[src/rtl/multiplicador_booth.sv]
// multiplicador_booth
//   Sequential radix-2 Booth multiplier for the MIPS datapath (mult/multu).
//   Uses the same START/END pulse protocol as the divider unit. One Booth
//   step per clock over WIDTH+1 bits, then a single write of the 2*WIDTH
//   product into HI/LO together with a one-cycle MULT_END pulse.
//   Latency is fixed: MULT_END is high in the cycle after the 34th edge
//   following the START edge (WIDTH=32).
//
//   Optional feature macro: MULT_UNSIGNED_EN
//     defined   -> MULT_U port exists; MULT_U=1 zero-extends operands (multu)
//     undefined -> signed multiply only
//
// Ports
//   clock       in   1      rising-edge clock
//   reset       in   1      synchronous, active-high reset
//   MULT_START  in   1      request pulse; A/B (and MULT_U) sampled on this edge
//   MULT_U      in   1      unsigned select (only with MULT_UNSIGNED_EN)
//   A           in   WIDTH  multiplicand
//   B           in   WIDTH  multiplier
//   MULT_BUSY   out  1      state != IDLE
//   MULT_END    out  1      one-cycle pulse; HI/LO valid from this edge on
//   HI          out  WIDTH  upper half of product
//   LO          out  WIDTH  lower half of product
module multiplicador_booth #(
    parameter int unsigned WIDTH = 32
) (
    input  logic             clock,
    input  logic             reset,
    input  logic             MULT_START,
`ifdef MULT_UNSIGNED_EN
    input  logic             MULT_U,
`endif
    input  logic [WIDTH-1:0] A,
    input  logic [WIDTH-1:0] B,
    output logic             MULT_BUSY,
    output logic             MULT_END,
    output logic [WIDTH-1:0] HI,
    output logic [WIDTH-1:0] LO
);

    localparam int unsigned W1 = WIDTH + 1;
    localparam int unsigned CW = $clog2(W1 + 1);

    typedef enum logic [1:0] {
        S_IDLE,
        S_RUN,
        S_DONE
    } state_t;

    state_t          state_q, state_d;
    logic [CW-1:0]   count_q, count_d;
    logic [W1-1:0]   m_q, m_d;
    logic [W1-1:0]   acc_q, acc_d;
    logic [W1-1:0]   q_q, q_d;
    logic            q1_q, q1_d;
    logic            end_q, end_d;
    logic [WIDTH-1:0] hi_q, hi_d;
    logic [WIDTH-1:0] lo_q, lo_d;

    logic            ext_a, ext_b;
    logic [W1-1:0]   sum;

    // Extension bit for the W1-bit internal operands.
    always_comb begin
`ifdef MULT_UNSIGNED_EN
        ext_a = MULT_U ? 1'b0 : A[WIDTH-1];
        ext_b = MULT_U ? 1'b0 : B[WIDTH-1];
`else
        ext_a = A[WIDTH-1];
        ext_b = B[WIDTH-1];
`endif
    end

    // Booth recoding of {Q[0], q_1}: 01 adds M, 10 subtracts M.
    always_comb begin
        sum = acc_q;
        case ({q_q[0], q1_q})
            2'b01:   sum = acc_q + m_q;
            2'b10:   sum = acc_q - m_q;
            default: sum = acc_q;
        endcase
    end

    always_comb begin
        state_d = state_q;
        count_d = count_q;
        m_d     = m_q;
        acc_d   = acc_q;
        q_d     = q_q;
        q1_d    = q1_q;
        end_d   = 1'b0;
        hi_d    = hi_q;
        lo_d    = lo_q;

        // START wins in every state, including the DONE write edge, so an
        // aborted or overtaken operation never raises MULT_END.
        if (MULT_START) begin
            m_d     = {ext_a, A};
            q_d     = {ext_b, B};
            q1_d    = 1'b0;
            acc_d   = '0;
            count_d = '0;
            hi_d    = '0;
            lo_d    = '0;
            state_d = S_RUN;
        end else begin
            case (state_q)
                S_RUN: begin
                    // Arithmetic right shift of {sum, Q, q_1}.
                    acc_d   = {sum[W1-1], sum[W1-1:1]};
                    q_d     = {sum[0], q_q[W1-1:1]};
                    q1_d    = q_q[0];
                    count_d = count_q + CW'(1);
                    if (count_q == CW'(W1 - 1)) begin
                        state_d = S_DONE;
                    end
                end
                S_DONE: begin
                    // {ACC,Q} is 2*W1 bits; the product is its low 2*WIDTH bits.
                    hi_d    = {acc_q[WIDTH-2:0], q_q[W1-1]};
                    lo_d    = q_q[WIDTH-1:0];
                    end_d   = 1'b1;
                    state_d = S_IDLE;
                end
                default: begin
                    state_d = S_IDLE;
                end
            endcase
        end
    end

    always_ff @(posedge clock) begin
        if (reset) begin
            state_q <= S_IDLE;
            count_q <= '0;
            m_q     <= '0;
            acc_q   <= '0;
            q_q     <= '0;
            q1_q    <= 1'b0;
            end_q   <= 1'b0;
            hi_q    <= '0;
            lo_q    <= '0;
        end else begin
            state_q <= state_d;
            count_q <= count_d;
            m_q     <= m_d;
            acc_q   <= acc_d;
            q_q     <= q_d;
            q1_q    <= q1_d;
            end_q   <= end_d;
            hi_q    <= hi_d;
            lo_q    <= lo_d;
        end
    end

    assign MULT_BUSY = (state_q != S_IDLE);
    assign MULT_END  = end_q;
    assign HI        = hi_q;
    assign LO        = lo_q;

endmodule
[config.mk]
export PLATFORM = sky130hd
export DESIGN_NAME = multiplicador_booth
export DESIGN_NICKNAME = d
export VERILOG_FILES = /design/src/rtl/multiplicador_booth.sv
export SDC_FILE = /design/constraint.sdc
export NUM_CORES = 1
export LEC_CHECK = 0
export ABC_AREA = 1
export BUFFER_PORTS_ARGS = -buffer_cell sky130_fd_sc_hd__buf_2
export CAP_MARGIN = 0
export CORE_MARGIN = 1.5
export CORE_UTILIZATION = 35
export CTS_BUF_LIST = sky130_fd_sc_hd__clkbuf_4 sky130_fd_sc_hd__clkbuf_8 sky130_fd_sc_hd__clkbuf_16
export DETAILED_ROUTE_END_ITERATION = 6
export GPL_TIMING_DRIVEN = 0
export PLACE_DENSITY = 0.5
export SYNTH_ARGS = -nofsm -noshare
export SYNTH_HDL_FRONTEND = slang
export SYNTH_SLANG_ARGS = --single-unit
[constraint.sdc]
create_clock -name clock -period 3.72 [get_ports clock]
set_input_delay 0.186 -clock clock [delete_from_list [all_inputs] [get_ports clock]]
set_output_delay 0.186 -clock clock [all_outputs]
set_load 0.02 [all_outputs]
==> summary.md, run 1 <==
| Metric | Value |
|---|---|
| Final setup vio count | `0` |
| Power Density | `roughly 390 nW/um^2` |
| Io pins | `133` |
| Clock slew at the register clock pins of the worst setup and hold paths | `roughly 0.080 ns` |
| Max Clock Skew | `around 0.013 ns` |
| CP Data Required Time | `4.02 ns` |
| Max Slew Vio Count | `0` |
| Proportion of layout cells with a drive suffix above 1 | `between 10% and 20%` |
| Critical Setup Path Class | `reg -> reg` |
| Hold Crit Class | `in -> reg` |
| Tot Pwr | `~0.0045 W` |
| Die height | `170 um` |
| Critical Path Sink Type | `flop` |
| Crit path cell chain | `ha_1, buf_4, inv_1, buf_6, clkbuf_4, o21ai_0, xor2_1, ha_1, nand2_1, inv_1, nand2_1, nand2_1, a21oi_1, nand2_2, nand2_1, nand2_1, nand2_1, nand3_1, nand2_1, a21oi_1` |
| Final Non-Filler Cells | `2,088` |
| Fmax | `about 290 MHz` |
| Clk_lat worst skew | `approximately 0.44 ns` |
| Primary FF master, synth | `dfxtp_1` |
| Antenna cells | `0` |
| Post-Synthesis Cells | `1,535` |
| Setup TNS Final | `0 ns` |
| Routability cong. | `0.922` |
| Clk sink count | `between 150 and 200` |
| DRC | `0` |
| First-pass GRT wire length | `approximately 50 mm` |
| Antenna viol nets, final | `0` |
| GRT overflow | `0` |
| Nets | `1,808` |
| Reg2Reg Setup Slack | `between 0.2 and 0.3 ns` |
| HPWL Detailed | `26.0 mm` |
| CTS tree | `done` |
| Top delay family on crit path | `simple AND/OR/NAND/NOR gates` |
| WHS | `between 0.01 and 0.015 ns` |
| DRT iter0 DRCs | `roughly 640` |
| Worst setup startpoint | `q_q[0]$_SDFFE_PP0P_` |
| Die width | `about 170 um` |
| Routed WL | `between 30 and 40 mm` |
| Startpoint types | `flop` |
| Avg WL per Cell | `roughly 16 um` |
| Crit share post-route | `92.4%` |
| I/O Buffers | `130` |
| Gr usage total | `22.9%` |
| Cell mode on critical path | `nand2_1` |
| Worst-margin pin slew | `0.778 ns` |
| Initial antenna violation count | `0` |
| Hold violation count in the final report | `0` |
| CTS root buf | `clkbuf_16` |
| Die area | `a little under 30,000 um^2` |
| First-pass DRT Iterations | `5` |
| Largest net degree at the start of global routing | `19` |
| Number of synthesized flops with an enable pin | `0` |
| Most frequent cells in the layout | `nand2_1, nor2_1, inv_1, dfxtp_1, buf_2` |
| Number of fillers in the final layout | `2,999` |
| Worst slew margin | `roughly half` |
| Via density | `between 4 and 5` |
| VDD IR max | `0.284 mV` |
| Seq cells post-synth | `approximately 170` |
| P&R area growth vs syn | `19.5%` |
| Hold_sp | `B[5]` |
| Critical R2R Launch | `q_q[0]$_SDFFE_PP0P_` |
| Vias | `between 9,000 and 10,000` |
| H-Tree Depth | `4` |
| Syn Nets | `around 1,600` |
| Vias in the first global route | `9,213` |
| Row Count | `60` |
| CP Data Arrival Time | `3.74 ns` |
| Avg Inst Size Synth | `6.37 um^2` |
| Leakage Power | `5.71 nW` |
| Crit-path slowest cell | `xor2_1` |
| CP max FO | `10` |
| Initial Utilization | `36.0%` |
| Fin worst setup slack | `0.282 ns` |
| Register area share after synthesis | `a little over a third` |
| Unrepaired setup endpoints after global routing | `no` |
| YS warnings | `0` |
| Crit-path max cell delay | `roughly 0.37 ns` |
| Post-synth cell types | `between 40 and 50` |
| Most common cell after layout, fill and taps aside | `nand2_1` |
| Buf+Inv Stages, Crit Path | `5` |
| DP Worst Slack | `roughly 0.24 ns` |
| CTS buffer count | `17` |
| Max Buffers Root-to-Sink | `2` |
| CORE AREA | `between 20,000 and 30,000 um^2` |
| Max_cap viols | `0` |
| Synth Cell Area | `slightly below 10,000 um^2` |
| Tmin final | `3.44 ns` |
| Ys async rst share | `0%` |
| Status | `complete, no violations` |
| Placed cell count | `2,037` |
final timing paths:
path,end,cells past startpoint
setup reg to reg,acc_q[30]$_SDFFE_PP0P_,20
setup / recovery,acc_q[30]$_SDFFE_PP0P_,20
hold reg to reg,q1_q$_SDFFE_PP0P_,2
hold / removal,q_q[5]$_SDFFE_PP0P_,3
per-stage QoR:
| step | utilization, % | instance area [um^2] |
|---|---|---|
| after detailed placement | 40.1 | 10900 |
| after global placement | 40.1 | 10900 |
| final | 43.0 | 11700 |
| after CTS | 42.9 | 11700 |
| after floorplan | - | 9770 |
| after global routing | 43.0 | 11700 |
state kept, by name (all words and copies together), names as in the netlist:
name and cells:
HI 32, LO 32, MULT_END 1, acc_q 32, count_q 6, m_q 32, q1_q 1, q_q 33
state_q 2
worst reg2reg max path: cells and delay by family, from the launching register on:
family	cells	cell delay, ns
AND/OR/NAND/NOR	9	0.86
flip-flops	1	0.35
adder cells (fa/ha/maj)	2	0.62
buffers and inverters	5	0.75
AO/OA/AOI/OAI	3	0.36
XOR/XNOR	1	0.37
final cells by class:
class	instances	area (um^2)	area share (%)
Clock buffer	17	425	3.64
Inverter	203	762	6.52
Buffer	65	272	2.32
Tap cell	372	465	3.98
Sequential cell	171	3420	29.3
Timing Repair Buffer	150	851	7.28
Clock inverter	14	149	1.27
Multi-Input combinational cell	1096	5340	45.7
metal layers:
layer	global-route usage, %	vias up	share of wire, %
met4	6.00	0	1.6
met3	2.19	36	3.2
met2	34.9	185	43
met5	0	-	0
li1	-	5205	-
met1	34.2	4532	52
cell usage after synthesis, types with 3 or more instances:
master,instances,area share [%]
a21oi_1,135,6.9
o21ai_0,109,5.6
ha_1,36,4.6
inv_1,197,7.6
a211oi_1,6,0.46
nand3_2,3,0.31
a22oi_1,3,0.23
dfxtp_1,171,35
a31oi_1,32,2.0
buf_1,7,0.27
buf_2,10,0.51
nor2_1,199,7.6
clkbuf_1,46,1.8
xnor2_1,10,0.90
xor2_1,32,2.9
nand3_1,49,2.5
nand2_1,427,16
inv_2,5,0.19
nor2_2,6,0.38
nand2_2,9,0.58
nor3_1,12,0.61
o211ai_1,3,0.23
report_power, final:
group / switching, W / internal, W / total, W
clock: 0.000911 / 0.000896 / 0.00181
sequential: 0.0000565 / 0.00189 / 0.00194
combinational: 0.000513 / 0.000264 / 0.000776
total: 0.00148 / 0.00304 / 0.00452
cells by family (layout without fill, tap and decap cells):
| kind of cell | count (synthesis) | after routing | share of synthesized area (%) |
|---|---|---|---|
| and+or+nand+nor | 719 | 719 | 29.6 |
| AOI/OAI and AO/OA | 298 | 298 | 16.2 |
| buffers and inverters | 268 | 449 | 10.5 |
| DFF | 171 | 171 | 35.0 |
| xor gates and xnor gates | 42 | 42 | 3.76 |
| adders and majority gates | 37 | 37 | 4.81 |
repair_timing:
action	CTS	global route
buffers inserted	0	0
gates resized for setup	0	5
hold buffers	20	0
endpoints found under the setup margin	0	6
hold endpoints to repair	20	0
Note: power is estimated with default switching activity, not from simulation.
==> run 2: changes to the inputs <==
- CORE_UTILIZATION: 35 -> 30
- PLACE_DENSITY: 0.5 -> 0.44
==> run 2 against run 1 <==
Sequential cell count is the same. Clock power grew 7%. Critical endpoint is now acc_q[28]$_SDFFE_PP0P_. Largest power group unchanged. Combinational power grew 3.1%.
==> summary.md, run 2 (synthesized netlist as in run 1, its figures left out) <==
| Metric | Value |
|---|---|
| Status | `complete, no violations (unchanged)` |
| Routed WL | `34.6 mm (was 32.7 mm)` |
| Most frequent cells in the layout | `nand2_1, nor2_1, inv_1, dfxtp_1, buf_2 (unchanged)` |
| Avg WL per Cell | `15.9 um (was 15.7 um)` |
| Die width | `184 um (was 170 um)` |
| Sequential Power Share | `41.4% (was 42.9%)` |
| Via density | `4.63 (was 4.77)` |
| Internal power | `0.00320 W (was 0.00304 W)` |
| Antenna viol nets, final | `0 (unchanged)` |
| Max_cap viols | `0 (unchanged)` |
| Comb power frac | `17.1% (was 17.2%)` |
| Die area | `33,700 um^2 (was 28,900 um^2)` |
| Hold violation count in the final report | `0 (unchanged)` |
| First-pass GRT wire length | `53.4 mm (was 50.5 mm)` |
| CTS tree | `done (unchanged)` |
| Hold Crit Class | `in -> reg (unchanged)` |
| Leakage Power | `5.82 nW (was 5.71 nW)` |
| Power Density | `389 nW/um^2 (was 387 nW/um^2)` |
| Max Buffers Root-to-Sink | `2 (unchanged)` |
| HPWL Detailed | `27.4 mm (was 26.0 mm)` |
| CTS root buf | `clkbuf_16 (unchanged)` |
| Nets | `1,830 (was 1,808)` |
| VDD IR max | `0.305 mV (was 0.284 mV)` |
| FF/Latch Area | `3420 um^2 (unchanged)` |
| Setup TNS Final | `0 ns (unchanged)` |
| CTS buffer count | `17 (unchanged)` |
| Vias in the first global route | `9,500 (was 9,213)` |
| CP max FO | `5 (was 10)` |
| Unrepaired setup endpoints after global routing | `no (unchanged)` |
| Final Non-Filler Cells | `2,174 (was 2,088)` |
| Gr usage total | `21.0% (was 22.9%)` |
| Critical Path Sink Type | `flop (unchanged)` |
| Critical Setup Path Class | `reg -> reg (unchanged)` |
| Reg with most FFs | `q_q (unchanged)` |
| Max Clock Skew | `0.0185 ns (was 0.0132 ns)` |
| DP Worst Slack | `0.0975 ns (was 0.237 ns)` |
| Tmin final | `3.35 ns (was 3.44 ns)` |
| H-Tree Depth | `4 (unchanged)` |
| I/O Buffers | `130 (unchanged)` |
| Vias | `10,100 (was 9,958)` |
| Number of fillers in the final layout | `3,521 (was 2,999)` |
| Fin worst setup slack | `0.370 ns (was 0.282 ns)` |
| Io pins | `133 (unchanged)` |
| Worst-margin pin slew | `0.844 ns (was 0.778 ns)` |
| Antenna cells | `0 (unchanged)` |
| Post-Place Cell Area | `11,000 um^2 (was 10,900 um^2)` |
| Clock slew at the register clock pins of the worst setup and hold paths | `0.07 ns (was 0.08 ns)` |
| CP Data Arrival Time | `3.68 ns (was 3.74 ns)` |
| DRT iter0 DRCs | `525 (was 637)` |
| DRC | `0 (unchanged)` |
| Row Count | `65 (was 60)` |
| Initial antenna violation count | `1 (was 0)` |
| Fmax | `299 MHz (was 291 MHz)` |
| First-pass DRT Iterations | `5 (unchanged)` |
| Clk pwr share | `41.5% (was 39.9%)` |
| Die height | `184 um (was 170 um)` |
| Multi-input gate area | `5340 um^2 (unchanged)` |
| Crit share post-route | `90.0% (was 92.4%)` |
| Largest net degree at the start of global routing | `19 (unchanged)` |
| Proportion of layout cells with a drive suffix above 1 | `11.8% (was 12.0%)` |
| Worst slew margin | `43.8% (was 48.2%)` |
| Max reg flops | `33 (unchanged)` |
| Sw frac | `31.8% (was 32.7%)` |
| P_sw | `0.00149 W (was 0.00148 W)` |
| Max Slew Vio Count | `0 (unchanged)` |
| GRT overflow | `0 (unchanged)` |
| Startpoint types | `flop (unchanged)` |
| Initial Utilization | `30.7% (was 36.0%)` |
| WHS | `0.0109 ns (was 0.0137 ns)` |
| Final setup vio count | `0 (unchanged)` |
| P&R area growth vs syn | `23.1% (was 19.5%)` |
| Placed cell count | `2,100 (was 2,037)` |
| CP Data Required Time | `4.05 ns (was 4.02 ns)` |
| Routability cong. | `0.907 (was 0.922)` |
| Clk_lat worst skew | `0.47 ns (was 0.44 ns)` |
| CORE AREA | `31,800 um^2 (was 27,200 um^2)` |
| Cell area after layout | `12,000 um^2 (was 11,700 um^2)` |
| Most common cell after layout, fill and taps aside | `nand2_1 (unchanged)` |
| Clk sink count | `171 (unchanged)` |
[run 2: critical path: stages (launching register included)]
cell and delay (ns):
dfxtp_1 0.35, inv_1 0.12, ha_1 0.19, nand2_1 0.10, nor2_2 0.19, nand2_2 0.10
nor2_2 0.12, nand3_2 0.10, o21ai_0 0.24, xor2_1 0.25, ha_1 0.34, a21oi_1 0.20
inv_1 0.06, a21oi_1 0.18, nand2_1 0.07, a21oi_1 0.24, nand2_1 0.08, nand2_1 0.07
nand3_1 0.07, nand2_1 0.09, a21oi_1 0.05
[run 2: area by class of cell]
class                      instances  share of cell area, %
buffer                            64                   2.19
clock buffer                      17                   3.53
clock inverter                    15                   1.66
inverter                         203                   6.33
multi-input combinational       1096                   44.3
sequential                       171                   28.4
tap                              435                   4.52
timing repair buffer             173                   8.98
[run 2: final timing paths]
check,start,depth (start not counted),to,slack (ns)
worst max-delay path,m_q[0]$_SDFFE_PP0P_,20,acc_q[28]$_SDFFE_PP0P_,0.37
worst min-delay path,A[1],3,m_q[1]$_SDFFE_PP0P_,0.01
worst max register to register,m_q[0]$_SDFFE_PP0P_,20,acc_q[28]$_SDFFE_PP0P_,0.37
worst min register to register,q1_q$_SDFFE_PP0P_,2,q1_q$_SDFFE_PP0P_,0.46
[run 2: what timing repair did]
item,in CTS,in global routing
gates resized for setup,0,4
hold buffers,43,0
setup endpoints to repair,0,13
endpoints found under the hold margin,43,0
setup buffers,0,0
[run 2: metal layers]
metal	up-vias	track usage [%]	wire length [um]
li1	5254	-	-
met1	4595	29.9	17600
met2	199	33.2	15300
met3	22	2.52	1330
met4	0	5.61	384
met5	-	0	0
[run 2: metrics by stage]
| stage | utilization, % | total power, W |
|---|---|---|
| after floorplan | - | 0.00249 |
| after global placement | 34.5 | 0.00275 |
| after detailed placement | 34.5 | 0.00275 |
| after CTS | 37.8 | 0.00474 |
| after global routing | 37.9 | 0.00491 |
| final | 37.9 | 0.00469 |
[run 2: power groups by stage]
stage          Clock [W]  Sequential [W]  Combinational, W
2_1_floorplan          0         0.00196          0.000523
3_3_place_gp           0         0.00198          0.000766
3_5_place_dp           0         0.00198          0.000765
4_1_cts          0.00200         0.00194          0.000804
5_1_grt          0.00206         0.00195          0.000901
6_report         0.00194         0.00194          0.000800
